--- config.mk ---
export PLATFORM = sky130hd
export DESIGN_NAME = icache_fetch_align
export DESIGN_NICKNAME = d
export VERILOG_FILES = /design/src/rtl/icache_fetch_align.sv
export SDC_FILE = /design/constraint.sdc
export NUM_CORES = 1
export LEC_CHECK = 0
export ABC_AREA = 1
export CAP_MARGIN = 20
export CORE_ASPECT_RATIO = 0.7
export CORE_MARGIN = 2
export CORE_UTILIZATION = 49
export DETAILED_ROUTE_END_ITERATION = 6
export HOLD_SLACK_MARGIN = 0.06
export PLACE_DENSITY = 0.82
export SLEW_MARGIN = 20
export SYNTH_ARGS = -nofsm -noshare
export SYNTH_HDL_FRONTEND = slang
export SYNTH_SLANG_ARGS = --single-unit
--- constraint.sdc ---
create_clock -name clk -period 2.4 [get_ports clk]
set_input_delay 0.36 -clock clk [delete_from_list [all_inputs] [get_ports clk]]
set_output_delay 0.36 -clock clk [all_outputs]
set_load 0.1 [all_outputs]
--- src/rtl/icache_fetch_align.sv ---
// icache_fetch_align: extracts a fetch packet of up to FETCH_WIDTH consecutive 32-bit
// instructions from an ICache hit line or from an in-flight refill. The refill line is
// assembled beat by beat for the data-RAM write-back.
// Optional feature macro: ICACHE_EARLY_RESTART_EN. When it is defined, the refill packet is
// forwarded as soon as the requested words have arrived. When it is undefined, the packet
// waits for the last beat.
module icache_fetch_align #(
    parameter int unsigned LINE_WORDS  = 4,
    parameter int unsigned FETCH_WIDTH = 2,
    parameter int unsigned BEAT_WORDS  = 1
) (
    input  logic                            clk,
    input  logic                            rst,
    input  logic                            hit_valid,
    input  logic [32*LINE_WORDS-1:0]        hit_line,
    input  logic [$clog2(LINE_WORDS)-1:0]   hit_offset,
    output logic                            hit_ready,
    input  logic                            refill_start,
    input  logic [$clog2(LINE_WORDS)-1:0]   refill_offset,
    input  logic                            refill_beat_valid,
    input  logic [32*BEAT_WORDS-1:0]        refill_beat_data,
    input  logic                            refill_beat_last,
    output logic [32*LINE_WORDS-1:0]        refill_line,
    output logic                            refill_done,
    output logic                            out_valid,
    input  logic                            out_ready,
    output logic [32*FETCH_WIDTH-1:0]       out_inst,
    output logic [FETCH_WIDTH-1:0]          out_mask,
    output logic                            out_src
);

    localparam int unsigned OFS_W  = $clog2(LINE_WORDS);
    localparam int unsigned NBEATS = LINE_WORDS / BEAT_WORDS;
    localparam int unsigned BCNT_W = (NBEATS > 1) ? $clog2(NBEATS) : 1;
    localparam int unsigned LINE_W = 32 * LINE_WORDS;
    localparam int unsigned BEAT_W = 32 * BEAT_WORDS;
    localparam int unsigned INST_W = 32 * FETCH_WIDTH;
    localparam int unsigned PKT_W  = INST_W + FETCH_WIDTH;

    localparam logic [1:0] StIdle = 2'd0;
    localparam logic [1:0] StFill = 2'd1;
    localparam logic [1:0] StDone = 2'd2;

    logic [1:0]        state_q, state_d;
    logic [OFS_W-1:0]  offset_q, offset_d;
    logic [BCNT_W-1:0] beat_cnt_q, beat_cnt_d;
    logic              emitted_q, emitted_d;
    logic [LINE_W-1:0] refill_line_q, line_next;
    logic              refill_done_q, refill_done_d;
    logic              out_valid_q, out_valid_d;
    logic [INST_W-1:0] out_inst_q, out_inst_d;
    logic [FETCH_WIDTH-1:0] out_mask_q, out_mask_d;
    logic              out_src_q, out_src_d;

    logic              free;
    logic              hit_acc;
    logic              beat_wr;
    logic              last_wr;
    logic              emit_cond;
    logic              emit;
    logic [PKT_W-1:0]  hit_pkt;
    logic [PKT_W-1:0]  refill_pkt;

    // Packet layout: {mask, inst}. Slots that fall past the end of the line are zero and
    // masked off. They do not wrap to the start of the line.
    function automatic logic [PKT_W-1:0] build_pkt(input logic [LINE_W-1:0] line,
                                                    input logic [OFS_W-1:0]  ofs);
        logic [PKT_W-1:0] p;
        p = '0;
        for (int i = 0; i < int'(FETCH_WIDTH); i++) begin
            for (int j = 0; j < int'(LINE_WORDS); j++) begin
                if (int'(ofs) + i == j) begin
                    p[32*i +: 32]      = line[32*j +: 32];
                    p[INST_W + i]      = 1'b1;
                end
            end
        end
        return p;
    endfunction

    // Handshake and beat qualification
    always_comb begin
        free      = !out_valid_q || out_ready;
        hit_ready = !rst && (state_q == StIdle) && free;
        hit_acc   = hit_valid && hit_ready;
        beat_wr   = (state_q == StFill) && refill_beat_valid;
        last_wr   = beat_wr && refill_beat_last;
    end

    // Merge the incoming beat into the line so that a packet can be built in the same cycle
    always_comb begin
        line_next = refill_line_q;
        if (beat_wr) begin
            for (int b = 0; b < int'(NBEATS); b++) begin
                if (beat_cnt_q == BCNT_W'(b)) begin
                    line_next[b*BEAT_W +: BEAT_W] = refill_beat_data;
                end
            end
        end
    end

`ifdef ICACHE_EARLY_RESTART_EN
    logic [LINE_WORDS-1:0] bitmap_q, bitmap_d, bitmap_next;
    logic                  words_ready;

    // Track which words have landed and test whether the requested words are all present
    always_comb begin
        bitmap_next = bitmap_q;
        if (beat_wr) begin
            for (int b = 0; b < int'(NBEATS); b++) begin
                if (beat_cnt_q == BCNT_W'(b)) begin
                    bitmap_next[b*BEAT_WORDS +: BEAT_WORDS] = '1;
                end
            end
        end
        words_ready = 1'b1;
        for (int i = 0; i < int'(FETCH_WIDTH); i++) begin
            for (int j = 0; j < int'(LINE_WORDS); j++) begin
                if ((int'(offset_q) + i == j) && !bitmap_next[j]) begin
                    words_ready = 1'b0;
                end
            end
        end
        bitmap_d = (state_q == StIdle && refill_start) ? '0 : bitmap_next;
        emit_cond = ((state_q == StFill) && words_ready) || (state_q == StDone);
    end

    // Word-valid bitmap register
    always_ff @(posedge clk) begin
        if (rst) begin
            bitmap_q <= '0;
        end else begin
            bitmap_q <= bitmap_d;
        end
    end
`else
    // Without early restart, the packet waits for the complete line
    always_comb begin
        emit_cond = last_wr || (state_q == StDone);
    end
`endif

    // Packet assembly and the single-emission gate for the refill packet
    always_comb begin
        hit_pkt    = build_pkt(hit_line, hit_offset);
        refill_pkt = build_pkt(line_next, offset_q);
        emit       = !emitted_q && emit_cond && free;
    end

    // Refill FSM next state
    always_comb begin
        state_d       = state_q;
        offset_d      = offset_q;
        beat_cnt_d    = beat_cnt_q;
        emitted_d     = emitted_q;
        refill_done_d = 1'b0;
        case (state_q)
            StIdle: begin
                if (refill_start) begin
                    state_d    = StFill;
                    offset_d   = refill_offset;
                    beat_cnt_d = '0;
                    emitted_d  = 1'b0;
                end
            end
            StFill: begin
                if (emit) begin
                    emitted_d = 1'b1;
                end
                if (beat_wr) begin
                    beat_cnt_d = beat_cnt_q + BCNT_W'(1);
                end
                // An early last beat still ends the refill; unwritten words keep old data
                if (last_wr) begin
                    refill_done_d = 1'b1;
                    state_d       = (emitted_q || emit) ? StIdle : StDone;
                end
            end
            StDone: begin
                if (emit) begin
                    state_d = StIdle;
                end
            end
            default: state_d = StIdle;
        endcase
    end

    // Output register: a hit has priority because hits and refill emission never overlap
    always_comb begin
        out_valid_d = out_valid_q;
        out_inst_d  = out_inst_q;
        out_mask_d  = out_mask_q;
        out_src_d   = out_src_q;
        if (hit_acc) begin
            out_valid_d = 1'b1;
            out_inst_d  = hit_pkt[INST_W-1:0];
            out_mask_d  = hit_pkt[PKT_W-1:INST_W];
            out_src_d   = 1'b0;
        end else if (emit) begin
            out_valid_d = 1'b1;
            out_inst_d  = refill_pkt[INST_W-1:0];
            out_mask_d  = refill_pkt[PKT_W-1:INST_W];
            out_src_d   = 1'b1;
        end else if (out_ready) begin
            out_valid_d = 1'b0;
        end
    end

    // State registers with synchronous reset
    always_ff @(posedge clk) begin
        if (rst) begin
            state_q       <= StIdle;
            offset_q      <= '0;
            beat_cnt_q    <= '0;
            emitted_q     <= 1'b0;
            refill_line_q <= '0;
            refill_done_q <= 1'b0;
            out_valid_q   <= 1'b0;
            out_inst_q    <= '0;
            out_mask_q    <= '0;
            out_src_q     <= 1'b0;
        end else begin
            state_q       <= state_d;
            offset_q      <= offset_d;
            beat_cnt_q    <= beat_cnt_d;
            emitted_q     <= emitted_d;
            refill_line_q <= line_next;
            refill_done_q <= refill_done_d;
            out_valid_q   <= out_valid_d;
            out_inst_q    <= out_inst_d;
            out_mask_q    <= out_mask_d;
            out_src_q     <= out_src_d;
        end
    end

    assign refill_line = refill_line_q;
    assign refill_done = refill_done_q;
    assign out_valid   = out_valid_q;
    assign out_inst    = out_inst_q;
    assign out_mask    = out_mask_q;
    assign out_src     = out_src_q;

endmodule

==> flow_summary.rst <==
.. list-table::
   :header-rows: 1

   * - Metric
     - Value
   * - LEAKAGE
     - 8.31 nW
   * - Initial antenna violation count
     - 0
   * - Width of the chip
     - 196 um
   * - Element type at the critical path start
     - flip-flop
   * - Drt first-iter violations
     - 1348
   * - Post-synthesis net count
     - 2427
   * - Critical path type
     - flip-flop to flip-flop
   * - Fill cell total of the finished layout
     - 2338
   * - WP buf/inv
     - 3
   * - Number of vias per cell after detailed routing
     - 5.52
   * - Post-Place Setup Slack
     - 0.0128 ns
   * - CP Data Arrival Time
     - 2.72 ns
   * - Reg-to-reg slack, setup
     - 0.11 ns
   * - Top Ports
     - 369
   * - Logic depth of the worst setup path including buffers
     - 12
   * - Layout-stage area growth over the synthesis result
     - 35.8%
   * - Die height
     - 139 um
   * - Critical path's top delay family
     - buffers and inverters
   * - Synthesized area per cell
     - 5.63 sq um
   * - Setup TNS
     - 0 ns
   * - Area of the placeable core
     - 25600 sq um
   * - Count of instances resized after the clock tree is built
     - 0
   * - Total die area
     - 27200 sq um
   * - Half-perimeter wire length after placement
     - 38.1 mm
   * - Worst hold endpoint
     - out_mask[0]
   * - H-tree level count
     - 1
   * - Master cell of the clock root buffer
     - sky130_fd_sc_hd__clkbuf_16
   * - Violations in the final reports
     - design-rule violations
   * - Std-Cell Rows
     - 49
   * - Yosys warning count
     - 0
   * - Via count of the routed design
     - 16200
   * - Detailed-routing iteration count for the pre-antenna-repair pass
     - 7
   * - Pins over their slew limit
     - 0
   * - Overflow left after global routing
     - 0
   * - Worst slew margin relative to its limit
     - 0.393
   * - First-pass GRT wire length
     - 79.7 mm
   * - Hold Fails Final Rpt
     - 0
   * - Clock tree skew after final layout
     - 0.0117 ns
   * - Pin count of the biggest net entering global routing
     - 177
   * - Worst Reg-to-Reg Cells
     - 12
   * - Fraction of layout cells with a size suffix above 1
     - 0.127
   * - Clock Pin Slew Worst Setup and Hold Paths
     - 0.07 ns
   * - Final nets
     - 2759
   * - Global placer's final weighted congestion
     - 0.951
   * - Largest fanout of any net on the critical path
     - 20
   * - Summed instance area of the synthesized netlist
     - 12700 sq um
   * - Cell with the largest stage delay on the worst path
     - sky130_fd_sc_hd__dfxtp_1
   * - Crit path time final
     - 2.29 ns
   * - Starting density of the core
     - 0.496
   * - Required time of the critical path
     - 2.83 ns
   * - Setup-violating endpoint count in the final report
     - 0
   * - Number of antenna cells inserted
     - 0
   * - Synth Instances
     - 2252
   * - Cell chain of the critical path
     - inv_1 > ha_1 > inv_1 > buf_4 > nand2_1 > nand2_1 > nand2_1 > nand2_1 > nand2_1 > nand4_1 > nand2_1 > a21oi_1
   * - Post-CTS setup buffer count
     - 0
   * - Average wire per cell in the routed design
     - 17.7 um
   * - Count of hold-fix buffers inserted at cts
     - 0
   * - Tightest Hold Check Type
     - input port to flip-flop
   * - Clock tree from TritonCTS
     - done
   * - Run status
     - finished with violations
   * - Highest cell delay on the worst timing path
     - 0.37 ns
   * - GRT Util Overall
     - 0.364
   * - Most numerous cell on the critical path
     - sky130_fd_sc_hd__nand2_1
   * - Maximum root-to-sink buffer count
     - 3
   * - Number of synthesized register bits
     - 204
   * - Cell depth of the worst hold path
     - 5
   * - Insertion delay to the later sink of the worst-skew pair
     - 0.50 ns
   * - Number of clock sinks
     - 204
   * - Worst vdd rail ir drop
     - 0.549 mV
   * - Capturing element type of the critical path
     - flip-flop
   * - Number of global-route vias before repair
     - 14900
   * - Final setup margin
     - 0.112 ns
   * - Seq/Total Area, Yosys
     - 0.322
   * - Buffers added on ports
     - 368
   * - CTS buffer count
     - 20
   * - Post-route fraction of the period consumed by the critical path
     - 0.953
   * - Number of max-cap violations
     - 0
   * - Unrepaired setup endpoints after global routing
     - no
   * - Drt total wl
     - 51.8 mm
   * - Maximum clock frequency
     - 0.437 GHz
   * - Count of cell types in the netlist
     - 29
   * - Power per cell area
     - 595 nW/um^2
   * - R2R Path End
     - out_inst[8]
   * - Total DRC errors in the routed layout
     - 7
   * - Hold Startpoint
     - rst
   * - Final antenna-violating net count
     - 0
   * - Slew at the pin with the worst max-slew slack
     - 0.911 ns
   * - Reg2Reg Launch Point
     - beat_cnt_q[0]
## cells in the final DEF (no fill, tap or decap), types with 7 or more instances in the layout
| cell type | count |
|---|---|
| sky130_fd_sc_hd__a21oi_1 | 179 |
| sky130_fd_sc_hd__buf_12 | 18 |
| sky130_fd_sc_hd__buf_4 | 265 |
| sky130_fd_sc_hd__clkbuf_16 | 21 |
| sky130_fd_sc_hd__clkdlybuf4s50_1 | 169 |
| sky130_fd_sc_hd__dfxtp_1 | 204 |
| sky130_fd_sc_hd__inv_1 | 205 |
| sky130_fd_sc_hd__nand2_1 | 1096 |
| sky130_fd_sc_hd__nand3_1 | 48 |
| sky130_fd_sc_hd__nand4_1 | 55 |
| sky130_fd_sc_hd__nor2_1 | 77 |
| sky130_fd_sc_hd__nor2_4 | 7 |
| sky130_fd_sc_hd__o211ai_1 | 10 |
| sky130_fd_sc_hd__o21ai_0 | 174 |
| sky130_fd_sc_hd__o21ai_1 | 26 |
## cell usage after synthesis, drive strengths merged
cell type | count | area share
a31oi | 1 | 0.00049
nor2 | 84 | 0.026
a211oi | 2 | 0.0012
clkbuf | 80 | 0.024
dfxtp | 204 | 0.32
buf | 62 | 0.026
clkinv | 1 | 0.00030
o22ai | 2 | 0.00099
nand3 | 49 | 0.019
o21ai | 200 | 0.079
nor3 | 5 | 0.0020
nand2 | 1098 | 0.33
a21oi | 179 | 0.071
nand3b | 1 | 0.00059
o21bai | 5 | 0.0030
nand4 | 55 | 0.027
ha | 4 | 0.0039
o211ai | 10 | 0.0059
inv | 207 | 0.061
or2 | 3 | 0.0015
## logic make-up (layout without fill, tap and decap cells)
kind of cell	count (synthesis)	in the layout	synth area share
simple gates	1295	1295	0.402
compound gates	399	399	0.161
flops	204	204	0.322
fa+ha+maj	4	4	0.00394
buf+inv	350	695	0.111
## layout make-up
| class | count | area [sq um] | area share |
|---|---|---|---|
| sequential | 204 | 4080 | 0.237 |
| timing repair buffer | 452 | 4040 | 0.234 |
| multi-input combinational | 1698 | 7240 | 0.420 |
| clock inverter | 7 | 85.1 | 0.00494 |
| inverter | 208 | 781 | 0.0453 |
| tap | 331 | 414 | 0.0240 |
| clock buffer | 28 | 592 | 0.0343 |
## worst max path at each step
stage	from	end	slack, ns
after detailed placement	refill_beat_valid	out_inst[10]	0.01
after CTS	beat_cnt_q[0]	out_inst[8]	0.17
after floorplan	out_valid	out_inst[24]	0.32
final	beat_cnt_q[0]	out_inst[8]	0.11
after global routing	beat_cnt_q[0]	out_inst[26]	0.002
after global placement	refill_beat_valid	out_inst[10]	0.06
## report_power, final
part           total, mW  switching (mW)  internal (mW)  leakage, nW
Combinational       3.28            2.35          0.936         6.32
Sequential          3.64           0.108           3.53         1.65
Clock               3.33            1.39           1.94        0.339
Total               10.2            3.85           6.40         8.31
## sequential cells by signal, summed over array words and instances (netlist names), 2 cells and up
register,cells
out_mask,2
out_inst,64
state_q,2
offset_q,2
refill_line,128
beat_cnt_q,2
## worst reg2reg max path, stage by stage, from the launching register on
cell	delay [ns]
sky130_fd_sc_hd__dfxtp_1	0.37
sky130_fd_sc_hd__inv_1	0.10
sky130_fd_sc_hd__ha_1	0.22
sky130_fd_sc_hd__inv_1	0.32
sky130_fd_sc_hd__buf_4	0.37
sky130_fd_sc_hd__nand2_1	0.10
sky130_fd_sc_hd__nand2_1	0.08
sky130_fd_sc_hd__nand2_1	0.09
sky130_fd_sc_hd__nand2_1	0.09
sky130_fd_sc_hd__nand2_1	0.06
sky130_fd_sc_hd__nand4_1	0.16
sky130_fd_sc_hd__nand2_1	0.10
sky130_fd_sc_hd__a21oi_1	0.15
## metrics by stage
step	power [mW]	instances	hold WS [ns]	util	instance area, sq um
final	10.2	2928	0.421	0.674	17200
after global routing	10.6	2928	0.433	0.674	17200
after CTS	10.2	2928	0.405	0.674	17200
after detailed placement	6.94	2893	0.460	0.648	16600
after global placement	6.92	2893	0.455	0.648	16600
after floorplan	5.78	2252	0.459	-	12700
## metal layers
| layer | vias up | GRT usage | wire (um) |
|---|---|---|---|
| met3 | 148 | 0.0518 | 4640 |
| met4 | 0 | 0.165 | 2460 |
| li1 | 7727 | - | - |
| met2 | 848 | 0.595 | 23800 |
| met1 | 7430 | 0.478 | 21000 |
| met5 | - | 0 | 0 |
(Power assumes the default switching activity.)
